File: config.mk
export PLATFORM = sky130hd
export DESIGN_NAME = cl_code_lit_enc
export DESIGN_NICKNAME = d
export VERILOG_FILES = /design/src/rtl/cl_code_lit_enc.sv
export SDC_FILE = /design/constraint.sdc
export NUM_CORES = 1
export LEC_CHECK = 0
export CAP_MARGIN = 20
export CORE_MARGIN = 5
export CORE_UTILIZATION = 62
export CTS_CLUSTER_SIZE = 40
export DETAILED_ROUTE_END_ITERATION = 12
export PLACE_DENSITY = 0.84
export SLEW_MARGIN = 25
export SYNTH_ARGS = -nofsm -noshare
export SYNTH_HDL_FRONTEND = slang
export SYNTH_SLANG_ARGS = --single-unit
File: constraint.sdc
create_clock -name clk -period 21.4 [get_ports clk]
set_input_delay 4.28 -clock clk [delete_from_list [all_inputs] [get_ports clk]]
set_output_delay 4.28 -clock clk [all_outputs]
set_load 0.02 [all_outputs]
File: src/rtl/cl_code_lit_enc.sv
// cl_code_lit_enc
//   Canonical Huffman code assigner for the literal/length code-length tree.
//   When a build starts, the packed per-symbol code lengths are scanned once
//   for each length 1..MAXLEN in canonical order. Each symbol whose length
//   matches gets the next code value. The finished table then answers
//   registered symbol -> {code, length} lookups for the bit packer.
//
// Ports
//   clk          clock
//   rst          asynchronous, active-high reset
//   enb          start a table build (level, sampled in IDLE)
//   litTree      packed code lengths, symbol i at [4i+3:4i], 0 = unused
//   litSymb      lookup symbol index
//   fin_lit      table built and valid
//   err_oversub  code space oversubscribed (sticky until next build/reset)
//   litCode      code for litSymb, right-aligned
//   litLen       code length for litSymb, 0 = unused or out of range
//
// Optional feature
//   CL_CODE_LIT_REV_EN : when defined, litCode is bit-reversed within litLen
//   bits (LSB-first). The stored table and the build timing do not change.
module cl_code_lit_enc #(
  parameter int NSYM   = 29,
  parameter int MAXLEN = 8
) (
  input  logic                clk,
  input  logic                rst,
  input  logic                enb,
  input  logic [4*NSYM-1:0]   litTree,
  input  logic [4:0]          litSymb,
  output logic                fin_lit,
  output logic                err_oversub,
  output logic [MAXLEN-1:0]   litCode,
  output logic [3:0]          litLen
);

  localparam int         CW        = MAXLEN + 1;
  localparam logic [4:0] LAST_POS  = 5'(NSYM - 1);
  localparam logic [4:0] SYM_LIM   = 5'(NSYM);

  // State values double as the length being scanned (LENk == k).
  typedef enum logic [3:0] {
    IDLE = 4'd0,
    LEN1 = 4'd1,
    LEN2 = 4'd2,
    LEN3 = 4'd3,
    LEN4 = 4'd4,
    LEN5 = 4'd5,
    LEN6 = 4'd6,
    LEN7 = 4'd7,
    LEN8 = 4'd8,
    FIN  = 4'd9
  } state_e;

  state_e              state_q, state_d;
  logic [4:0]          pos_q;
  logic [CW-1:0]       code_q, code_d;
  logic                fin_q;
  logic                err_q;
  logic [MAXLEN-1:0]   codeTbl_q [NSYM];
  logic [3:0]          lenTbl_q  [NSYM];
  logic [MAXLEN-1:0]   lookCode_q, lookCode_d;
  logic [3:0]          lookLen_q, lookLen_d;

  logic [3:0]          symLen [NSYM];
  logic [3:0]          curLen;
  logic [3:0]          curK;
  logic                scanning;
  logic                lastPos;
  logic                match;
  logic                overflow;
  logic                startBuild;
  logic [CW-1:0]       codeInc;

  always_comb begin
    for (int i = 0; i < NSYM; i++) begin
      symLen[i] = litTree[4*i +: 4];
    end
  end

  assign curK       = state_q;
  assign curLen     = symLen[pos_q];
  assign scanning   = (state_q != IDLE) && (state_q != FIN);
  assign lastPos    = (pos_q == LAST_POS);
  assign match      = scanning && (curLen == curK);
  // The code counter is one bit wider than MAXLEN so that running past
  // 2^k (including 2^8 at length 8) stays visible.
  assign overflow   = (code_q >= ({{(CW-1){1'b0}}, 1'b1} << curK));
  assign startBuild = (state_q == IDLE) && enb;

  // Canonical code step: a match consumes one code value, and moving on to
  // the next length doubles the code.
  always_comb begin
    codeInc = match ? (code_q + 1'b1) : code_q;
    code_d  = lastPos ? (codeInc << 1) : codeInc;
  end

  always_ff @(posedge clk or posedge rst) begin
    if (rst) state_q <= IDLE;
    else     state_q <= state_d;
  end

  // enb is only looked at in IDLE and FIN; once started, a build runs to
  // completion.
  always_comb begin
    state_d = state_q;
    case (state_q)
      IDLE: if (enb) state_d = LEN1;
      LEN1, LEN2, LEN3, LEN4, LEN5, LEN6, LEN7:
            if (lastPos) state_d = state_e'(state_q + 4'd1);
      LEN8: if (lastPos) state_d = FIN;
      FIN:  if (!enb) state_d = IDLE;
      default: state_d = IDLE;
    endcase
  end

  // Scan datapath and table. fin_q is held after FIN so that lookups stay
  // valid in IDLE, and it is cleared only when a new build starts.
  always_ff @(posedge clk or posedge rst) begin
    if (rst) begin
      pos_q  <= '0;
      code_q <= '0;
      fin_q  <= 1'b0;
      err_q  <= 1'b0;
      for (int i = 0; i < NSYM; i++) begin
        codeTbl_q[i] <= '0;
        lenTbl_q[i]  <= '0;
      end
    end else if (startBuild) begin
      pos_q  <= '0;
      code_q <= '0;
      fin_q  <= 1'b0;
      err_q  <= 1'b0;
      for (int i = 0; i < NSYM; i++) begin
        codeTbl_q[i] <= '0;
        lenTbl_q[i]  <= '0;
      end
    end else begin
      if (scanning) begin
        if (match) begin
          codeTbl_q[pos_q] <= code_q[MAXLEN-1:0];
          lenTbl_q[pos_q]  <= curK;
          if (overflow) err_q <= 1'b1;
        end
        pos_q  <= lastPos ? 5'd0 : (pos_q + 5'd1);
        code_q <= code_d;
      end
      if (state_q == FIN) fin_q <= 1'b1;
    end
  end

  // Lookup path: reads return zero until the table is valid, and also for
  // indices beyond the last symbol.
  always_comb begin
    logic [MAXLEN-1:0] selCode;
    logic [3:0]        selLen;
`ifdef CL_CODE_LIT_REV_EN
    logic [MAXLEN-1:0] rev;
`endif
    selCode = '0;
    selLen  = '0;
    if (fin_q && (litSymb < SYM_LIM)) begin
      selCode = codeTbl_q[litSymb];
      selLen  = lenTbl_q[litSymb];
    end
`ifdef CL_CODE_LIT_REV_EN
    // Reverse all MAXLEN bits, then shift the unused top part away so that
    // only the litLen-bit reversed code remains, right-aligned.
    rev        = {<<{selCode}};
    lookCode_d = rev >> (4'(MAXLEN) - selLen);
`else
    lookCode_d = selCode;
`endif
    lookLen_d  = selLen;
  end

  always_ff @(posedge clk or posedge rst) begin
    if (rst) begin
      lookCode_q <= '0;
      lookLen_q  <= '0;
    end else begin
      lookCode_q <= lookCode_d;
      lookLen_q  <= lookLen_d;
    end
  end

  assign fin_lit     = fin_q;
  assign err_oversub = err_q;
  assign litCode     = lookCode_q;
  assign litLen      = lookLen_q;

endmodule

Yosys cells after proc, flatten, opt, wreduce, memory -nomap -nowiden
Index checks and enable logic that the tools add are counted.

cells by class
  eq/ne operators = 16
  shift-type cells = 1
  reductions and logical operators = 17
  bitwise operators = 2
  mux-type cells = 41
  $lt $le $gt $ge = 5
  add/subtract/negate cells = 3

operators by type and width
  kind                   number
  $mux W232              3
  $mux W116              3
  $bwmux W232            1
  $bwmux W116            1
  $bmux W4 S5            2
  $bmux W8 S5            1
  $demux W8 S5           1
  $mux W4                10
  $mux W9                4
  $mux W8                4
  $demux W4 S5           1
  $eq A4 B3 Y1 const B   4
  $pmux W4 S4            1
  $mux W5                3
  $ge A6 B6 Y1 const B   2
  $not A5 Y6             2
  $add A9 B1 Y9 const B  1
  $ge A9 B9 Y1           1
  $shl A1 B4 Y9 const A  1
  $eq A4 B2 Y1 const B   2
  $eq A4 B4 Y1 const B   2
  $ne A2 B2 Y1 const B   4
  $reduce_bool A2 Y1     4
  $reduce_or A7 Y1       1
  other kinds (16)       26

storage, ports and cells
  logic and storage cells = 151
  input port bits = 124
  output and inout port bits = 14
  register bits = 380

Depth between registers and ports, before layout
Gate-level depths: netlist of the first run.

  depth in word-level cells = 10
  mapped depth = 15
  gate-level depth less buffers = 14

Least setup slack after synthesis of the first run
OpenSTA, ideal clock, no wires.

  path type = in2reg
  start point = input litTree[27]
  end point = register code_q[7]
  setup slack = 14.485 ns
  data required time = 21.274 ns
  buffers on the path = 2
  stages = 10
  arrival = 6.789 ns
  library setup time = 0.126 ns
  cells stage by stage = mux4_2 -> a32o_1 -> nor4_2 -> a41oi_1 -> or4_1 -> buf_4 -> buf_6 -> nor3_4 -> o21ai_0 -> a221o_1

on the way
  longest elaborated chain between the ends = 9

RTL lines
  what                                         line  text
  start: declaration                           29    input logic [4*NSYM-1:0] litTree,
  $bmux W4 S5                                  82    assign curLen = symLen[pos_q];
  $mux W4 (implied by the code) (2 in series)  82
  $eq A4 B4 Y1                                 85    assign match = scanning && (curLen == curK);
  $logic_and A1 B1 Y1                          85
  $mux W9                                      94    codeInc = match ? (code_q + 1'b1) : code_q;
  $mux W9                                      95    code_d = lastPos ? (codeInc << 1) : codeInc;
  $mux W9                                      139   if (scanning) begin
  $mux W9                                      129   end else if (startBuild) begin
  end signal: assignment                       146   code_q <= code_d;
  end: declaration                             57    logic [CW-1:0] code_q, code_d;

No other way between the ends. The select of a mux whose other input is x is not followed.
A chain may end at the register's enable or synchronous reset.

Final worst setup path of the first run
  start point = input litTree[94]
  end point = register codeTbl_q[143] (netlist name)

on the way
  longest elaborated chain between the ends = 7

RTL lines
  what                                         line  text
  $bmux W4 S5                                  82
  $mux W4 (implied by the code) (2 in series)  82
  $eq A4 B4 Y1                                 85
  $logic_and A1 B1 Y1                          85
  $reduce_bool A2 Y1 (no line)                 n/a
  $reduce_and A2 Y1 (no line)                  n/a
  end signal: indexed assignment               141   codeTbl_q[pos_q] <= code_q[MAXLEN-1:0];
  end: declaration                             60    logic [MAXLEN-1:0] codeTbl_q [NSYM];

No other way between the ends. The select of a mux whose other input is x is not followed.

==> qor.yml, run 1 <==
sta:
  min_period_ns: 7.73
  hold_viol_final: 0
  finalCritPeriodShare: 0.361
  finClkSkew_ns: 0.0204
  worst_slack_ns: 13.67
  fmax_ghz: 0.129
  rsz0062_at_grt: "false"
  setup_tns_ns: 0
  slew_headroom: 0.264
  holdWs_ns: 0.524
  slew_violations: 0
  timing.final.setup_violations: 0
  worst_pin_slew_ns: 1.10
routing:
  route.detailed.drc: 0
  routed_wl_um: 58200
  drtAntennaViolNets: 0
  via_per_inst: 6.36
  wl_per_cell_um: 21.4
  initialDrtViolationCount: 2103
  drt_pass1_iterations: 7
  vias: 17300
place:
  dpl.cell_count: 2658
  placed_area_sq_mm: 0.0214
  routabilityCongestion: 0.900
  dp_hpwl_um: 36700
  dp_slack_ns: 13.12
  port_buffers: 137
power_and_ir_drop:
  p_leak_nw: 9.56
  p_per_area_mw_per_mm2: 86.0
  p_total_mw: 1.95
  ir_drop_uv: 64.3
logic_synthesis:
  synthTopCellsByArea: "dfrtp_1 (47%), nand2_1 (14%), o21ai_0 (9.1%)"
  synth_xor_area_frac: 0.00478
  synthTopCellsByCount: "nand2_1 (770), dfrtp_1 (380), o21ai_0 (366), clkbuf_1 (127), mux2i_1 (97)"
  synthArstFlopShare: 1.00
  synthAdderAreaFrac: 0.0124
  synth_nets: 2395
  ys_seq_area_frac: 0.472
  synth_area_per_cell_sq_um: 8.95
  synth_cells: 2251
  netlist_area_sq_mm: 0.0201
  synth_top_family_by_area: "simple AND/OR/NAND/NOR gates"
  ys_seq_elements: 380
  synth_top_area_share: 0.472
  synth-compound-area-share: 0.141
  synth_edf_count: 0
  ys.flop_type: "dfrtp_1"
  yosys.area.top_type: "dfrtp_1"
  yosysWarnings: 0
  synth.distinct_cells: 58
  synth_mux_area_frac: 0.124
  yosys.area_share.simple: 0.199
  synth_most_common_cell: "nand2_1"
clock_tree:
  cts_root_buf: "clkbuf_16"
  cts_buffers: 39
  postCtsSetupBuffers: 0
  clock_latency_ns: 0.54
  cts_sinks: 380
  cts-htree-levels: 2
  clockBufferDepth: 3
  cts_tree: "yes"
  clkSlewWorstSetupHoldPaths_ns: 0.06
  ctsHoldBuffers: 0
  cts_resized: 0
floorplan:
  dieWidth_um: 190
  fp.dieH_um: 190
  dieArea_sq_mm: 0.0362
  io_pins: 138
  coreArea_sq_mm: 0.0323
  start_util: 0.624
  rows: 66
layout:
  post-route-cell-area_sq_mm: 0.0227
  fin_nets: 2401
  area_delta_synth_final_pct: 12.7
  drive_gt1_frac: 0.0880
  instances_no_fill: 2725
  finish.utilization: 0.703
  antenna_cells: 0
worst_setup_path:
  worstPathMaxFanout: 35
  critPathMaxStageDelay_ns: 0.86
  arrival_ns: 8.09
  required_ns: 21.76
  path_buf_inv: 2
  crit_type: "in2reg"
  cp_cell_sequence: "clkdlybuf4s50_1 -> mux4_2 -> a32o_1 -> a21oi_1 -> nand4_1 -> xnor2_1 -> or4_2 -> buf_4 -> nor3_4 -> o21ai_0"
  start_kind: "input port"
  cp_slowest_cell: "nor3_4"
  cp_top_family: "simple AND/OR/NAND/NOR gates"
  endpoint_kind: "flip-flop"
global_routing:
  antenna_found_initial: 1
  grt_overflow_total: 0
  track_usage: 0.324
  grt_pass1_wl_um: 92900
  grt_max_degree: 172
  grt_pass1_vias: 17200
job:
  maxCapViolations: 0
run_status:
  status: "finished clean"
worst_hold_path:
  hold_class: "reg2reg"
-- final timing paths --
| check | from | end | slack, ns | depth (start not counted) |
|---|---|---|---|---|
| max | litTree[94] | codeTbl_q[143] | 13.67 | 10 |
| min | lenTbl_q[52] | lenTbl_q[52] | 0.52 | 2 |
| max reg2reg | curK[0] | codeTbl_q[143] | 16.68 | 11 |
| min reg2reg | lenTbl_q[52] | lenTbl_q[52] | 0.52 | 2 |
| max in group asynchronous | rst | pos_q[1] | 15.66 | 3 |
| min in group asynchronous | rst | lenTbl_q[63] | 4.27 | 2 |
-- cells in the final DEF (no fill, tap or decap), types with 8 or more instances in the layout --
cell             Yosys  layout
nand2b_1            17      17
ha_1                20      20
o22ai_1             32      32
o221ai_1            17      17
o21ai_0            366     366
dfrtp_1            380     379
a211oi_1             9       9
nand2_1            770     770
nor3_4              20      20
xnor2_1             10      10
nor2_1              72      71
o21ai_1             17      17
clkinv_2             0      11
buf_4                4      30
a21oi_1             32      32
clkbuf_8             0       9
a31oi_1              8       8
mux2i_1             97      97
inv_1               14      13
clkdlybuf4s50_1      0     134
mux4_2              67      67
and3_1               8       8
clkbuf_16            0      39
nor3_1               9       9
-- per-layer routing --
metal,up-vias,GRT usage,wire (um),share of wire
li1,7665,-,-,-
met1,8413,0.423,21700,0.37
met2,1050,0.533,27900,0.48
met3,195,0.0703,5910,0.10
met4,2,0.132,2630,0.045
met5,-,0,20,0.00034
-- sequential cells by signal, summed over array words and instances, names as in the netlist --
register / count
codeTbl_q: 232
code_q: 9
curK: 4
err_oversub: 1
fin_lit: 1
lenTbl_q: 116
litCode: 8
litLen: 4
pos_q: 5
-- power by group --
| part | switching [mW] | internal (mW) | leakage, nW | total, mW |
|---|---|---|---|---|
| Combinational | 0.347 | 0.160 | 3.63 | 0.507 |
| Sequential | 0.0417 | 0.732 | 5.30 | 0.774 |
| Clock | 0.283 | 0.389 | 0.627 | 0.672 |
-- kinds of logic after synthesis --
family	count (synthesis)
and+or+nand+nor	941
muxes	165
xor gates and xnor gates	11
AOI/OAI and AO/OA	515
DFF	380
adders and majority gates	20
buffers and inverters	219
-- cell type report --
| cell class | instances | area [sq um] |
|---|---|---|
| clock buffers | 53 | 1120 |
| well taps | 442 | 553 |
| multi-input cells | 1652 | 9700 |
| clock inverters | 14 | 124 |
| repair buffers | 169 | 1620 |
| flip-flops and latches | 380 | 9510 |
| inverters | 15 | 68.8 |
| fillers | 2293 | 9600 |
-- worst reg2reg max path: cells and delay by family (launching register included) --
family                   cells  cell delay, ns
buffers and inverters        2            0.71
AND/OR/NAND/NOR              4            1.73
adder cells (fa/ha/maj)      1            0.42
AO/OA/AOI/OAI                4            0.79
flip-flops                   1            0.92
(Power assumes the default switching activity.)
==> inputs of run 2 (changes only) <==
Settings changed: CORE_UTILIZATION 62 to 54, PLACE_DENSITY 0.84 to 0.78.
Clock period 21.4 ns to 6.86 ns, I/O delays scaled along.
==> run 2 against run 1 <==
Against the previous run: final cell count is 1.2% higher; first-iteration DRC count is 2.8% lower; register-to-register slack worse by 15 ns; power grew to 3.2 times the previous value; sequential power grew to 3.2 times the previous value; routed wire length is 3.9% higher; count of clock-buffer cells in the layout is 4 higher; flip-flop and latch count stayed put; setup slack worse by 12 ns; clock power grew to 3.3 times the previous value; hold slack worse by 0.00074 ns; cell area is 0.94% higher; critical path type unchanged; critical endpoint is now codeTbl_q[41]; largest power group unchanged; highest routed layer is now met4.
==> qor.yml, run 2 (synthesis gave the netlist of run 1 again) <==
worst_setup_path:
  reg2reg_to: "codeTbl_q[41]"
  r2r_slack_ns: 1.75  # -14.93 ns
  crit_start: "litTree[110]"
  endpoint_kind: "flip-flop"
  required_ns: 7.23  # -14.53 ns
  start_kind: "input port"
  crit_type: "in2reg"
  r2r_start: "curK[0]"
  worstPathMaxFanout: 24  # -31%
  arrival_ns: 5.58  # -2.51 ns
  ff2ff_path_depth: 11  # unchanged
global_routing:
  track_usage: 0.292  # -0.0320
  grt_max_degree: 196  # +14%
  grt_pass1_wl_um: 95200  # +2.4%
  grt_pass1_vias: 16800  # -2.3%
  antenna_found_initial: 0  # -1
  grt_overflow_total: 0  # unchanged
sta:
  slew_headroom: 0.305  # +0.0413
  hold_viol_final: 0  # unchanged
  fmax_ghz: 0.192
  timing.final.setup_violations: 0  # unchanged
  holdWs_ns: 0.523  # -0.000737 ns
  rsz0062_at_grt: "false"
  slew_violations: 0  # unchanged
  min_period_ns: 5.21
  finalCritPeriodShare: 0.759
  finClkSkew_ns: 0.0106  # -0.00988 ns
  worst_pin_slew_ns: 1.04  # -0.0620 ns
  setup_tns_ns: 0  # unchanged
layout:
  final_cell_mix: "nand2_1 (770), dfrtp_1 (379), o21ai_0 (366), clkdlybuf4s50_1 (134), mux2i_1 (97)"
  largest_reg_flops: 232  # unchanged
  fin_nets: 2409  # +0.33%
  multiInputGateArea_sq_mm: 0.00971  # about the same
  top_regs: "codeTbl_q (232), lenTbl_q (116), code_q (9)"
  final_common_cell: "nand2_1"
  drive_gt1_frac: 0.0900  # +0.00191
  post-route-cell-area_sq_mm: 0.0229  # +0.94%
  fill_cells: 2919  # +27%
  top_register: "codeTbl_q"
  seq_area_sq_mm: 0.00951  # unchanged
  area_delta_synth_final_pct: 13.7
routing:
  routed_wl_um: 60500  # +3.9%
  routed-wl-met2_um: 28800  # +3.2%
  initialDrtViolationCount: 2044  # -2.8%
  highest-signal-layer: "met4"
  drt_pass1_iterations: 6  # -1
  drtAntennaViolNets: 0  # unchanged
  dr_wl_met3_um: 5710  # -3.4%
  vias: 17100  # -1.2%
  wl_met1_um: 22800  # +4.9%
  wl_per_cell_um: 21.9  # +2.6%
  route.detailed.drc: 0  # unchanged
  via_per_inst: 6.21  # -2.4%
clock_tree:
  clock_latency_ns: 0.54  # about the same
  cts-htree-levels: 2  # unchanged
  cts_root_buf: "clkbuf_16"
  cts_sinks: 380  # unchanged
  postCtsSetupBuffers: 0  # unchanged
  ctsHoldBuffers: 0  # unchanged
  cts_tree: "yes"
  clockBufferDepth: 3  # unchanged
  cts_resized: 0  # unchanged
  cts_buffers: 40  # +2.6%
  clkSlewWorstSetupHoldPaths_ns: 0.06  # about the same
floorplan:
  fp.dieH_um: 203  # +6.8%
  start_util: 0.549  # -0.0749
  dieWidth_um: 203  # +6.8%
  rows: 70  # +6.1%
  coreArea_sq_mm: 0.0367  # +14%
  dieArea_sq_mm: 0.0413  # +14%
  io_pins: 138  # unchanged
worst_hold_path:
  hold_depth: 2  # unchanged
  holdCritStartpoint: "lenTbl_q[20]"
  hold_class: "reg2reg"
  hold_end: "lenTbl_q[20]"
power_and_ir_drop:
  ir_drop_uv: 184  # +190%
  p_per_area_mw_per_mm2: 273  # +220%
  p_total_mw: 6.26  # +220%
  p_leak_nw: 9.63  # +0.77%
place:
  port_buffers: 137  # unchanged
  routabilityCongestion: 0.945  # +5.0%
  dp_hpwl_um: 39300  # +7.0%
  placed_area_sq_mm: 0.0215  # +0.45%
run_status:
  status: "finished clean"
job:
  maxCapViolations: 0  # unchanged
==> run 2: cell types whose count changed in the layout (fill, tap and decap cells not counted), sizes merged <==
cell      change
buf           +7
clkinv        -7
clkbuf        +4
bufinv        +3
clkinvlp      +1
diode         +1
inv           -1
==> run 2: area by class of cell <==
class,instances,share of cell area
clock buffer,57,0.0505
clock inverter,10,0.00765
antenna,1,0.000109
multi-input combinational,1652,0.424
timing repair buffer,176,0.0746
tap,468,0.0256
sequential,380,0.415
inverter,15,0.00262
==> run 2: report_power, final <==
group / switching [mW] / internal (mW)
Clock: 0.888 / 1.35
Sequential: 0.195 / 2.28
Combinational: 1.03 / 0.507
==> run 2: how the worst max path moves through the flow <==
stage | to | slack [ns] | cells past startpoint
2_1_floorplan | codeTbl_q[0] | 0.38 | 1
4_1_cts | lenTbl_q[22] | 1.72 | 10
5_1_grt | codeTbl_q[110] | 1.45 | 10
6_report | codeTbl_q[41] | 1.65 | 10
3_5_place_dp | codeTbl_q[47] | 1.20 | 10
3_3_place_gp | lenTbl_q[35] | 1.27 | 10
==> run 2: worst max-delay path: stages <==
cell             delay (ns)
clkdlybuf4s50_1        0.48
mux4_2                 0.56
a32o_1                 0.24
a21oi_1                0.12
nand4_1                0.13
xnor2_1                0.17
or4_2                  1.08
buf_4                  0.41
nor3_4                 0.76
o21ai_0                0.24
==> run 2: routing by layer <==
layer / track usage / up-vias
li1: - / 7696
met1: 0.385 / 8301
met2: 0.473 / 959
met3: 0.0543 / 165
met4: 0.132 / 0
met5: 0 / -
==> run 2: stage by stage <==
step / cells / util / setup slack, ns
floorplan: 2251 / - / 0.382
global placement: 2689 / 0.586 / 1.27
detailed placement: 2690 / 0.587 / 1.20
CTS: 2757 / 0.623 / 1.72
global route: 2758 / 0.624 / 1.45
finish: 2759 / 0.624 / 1.65
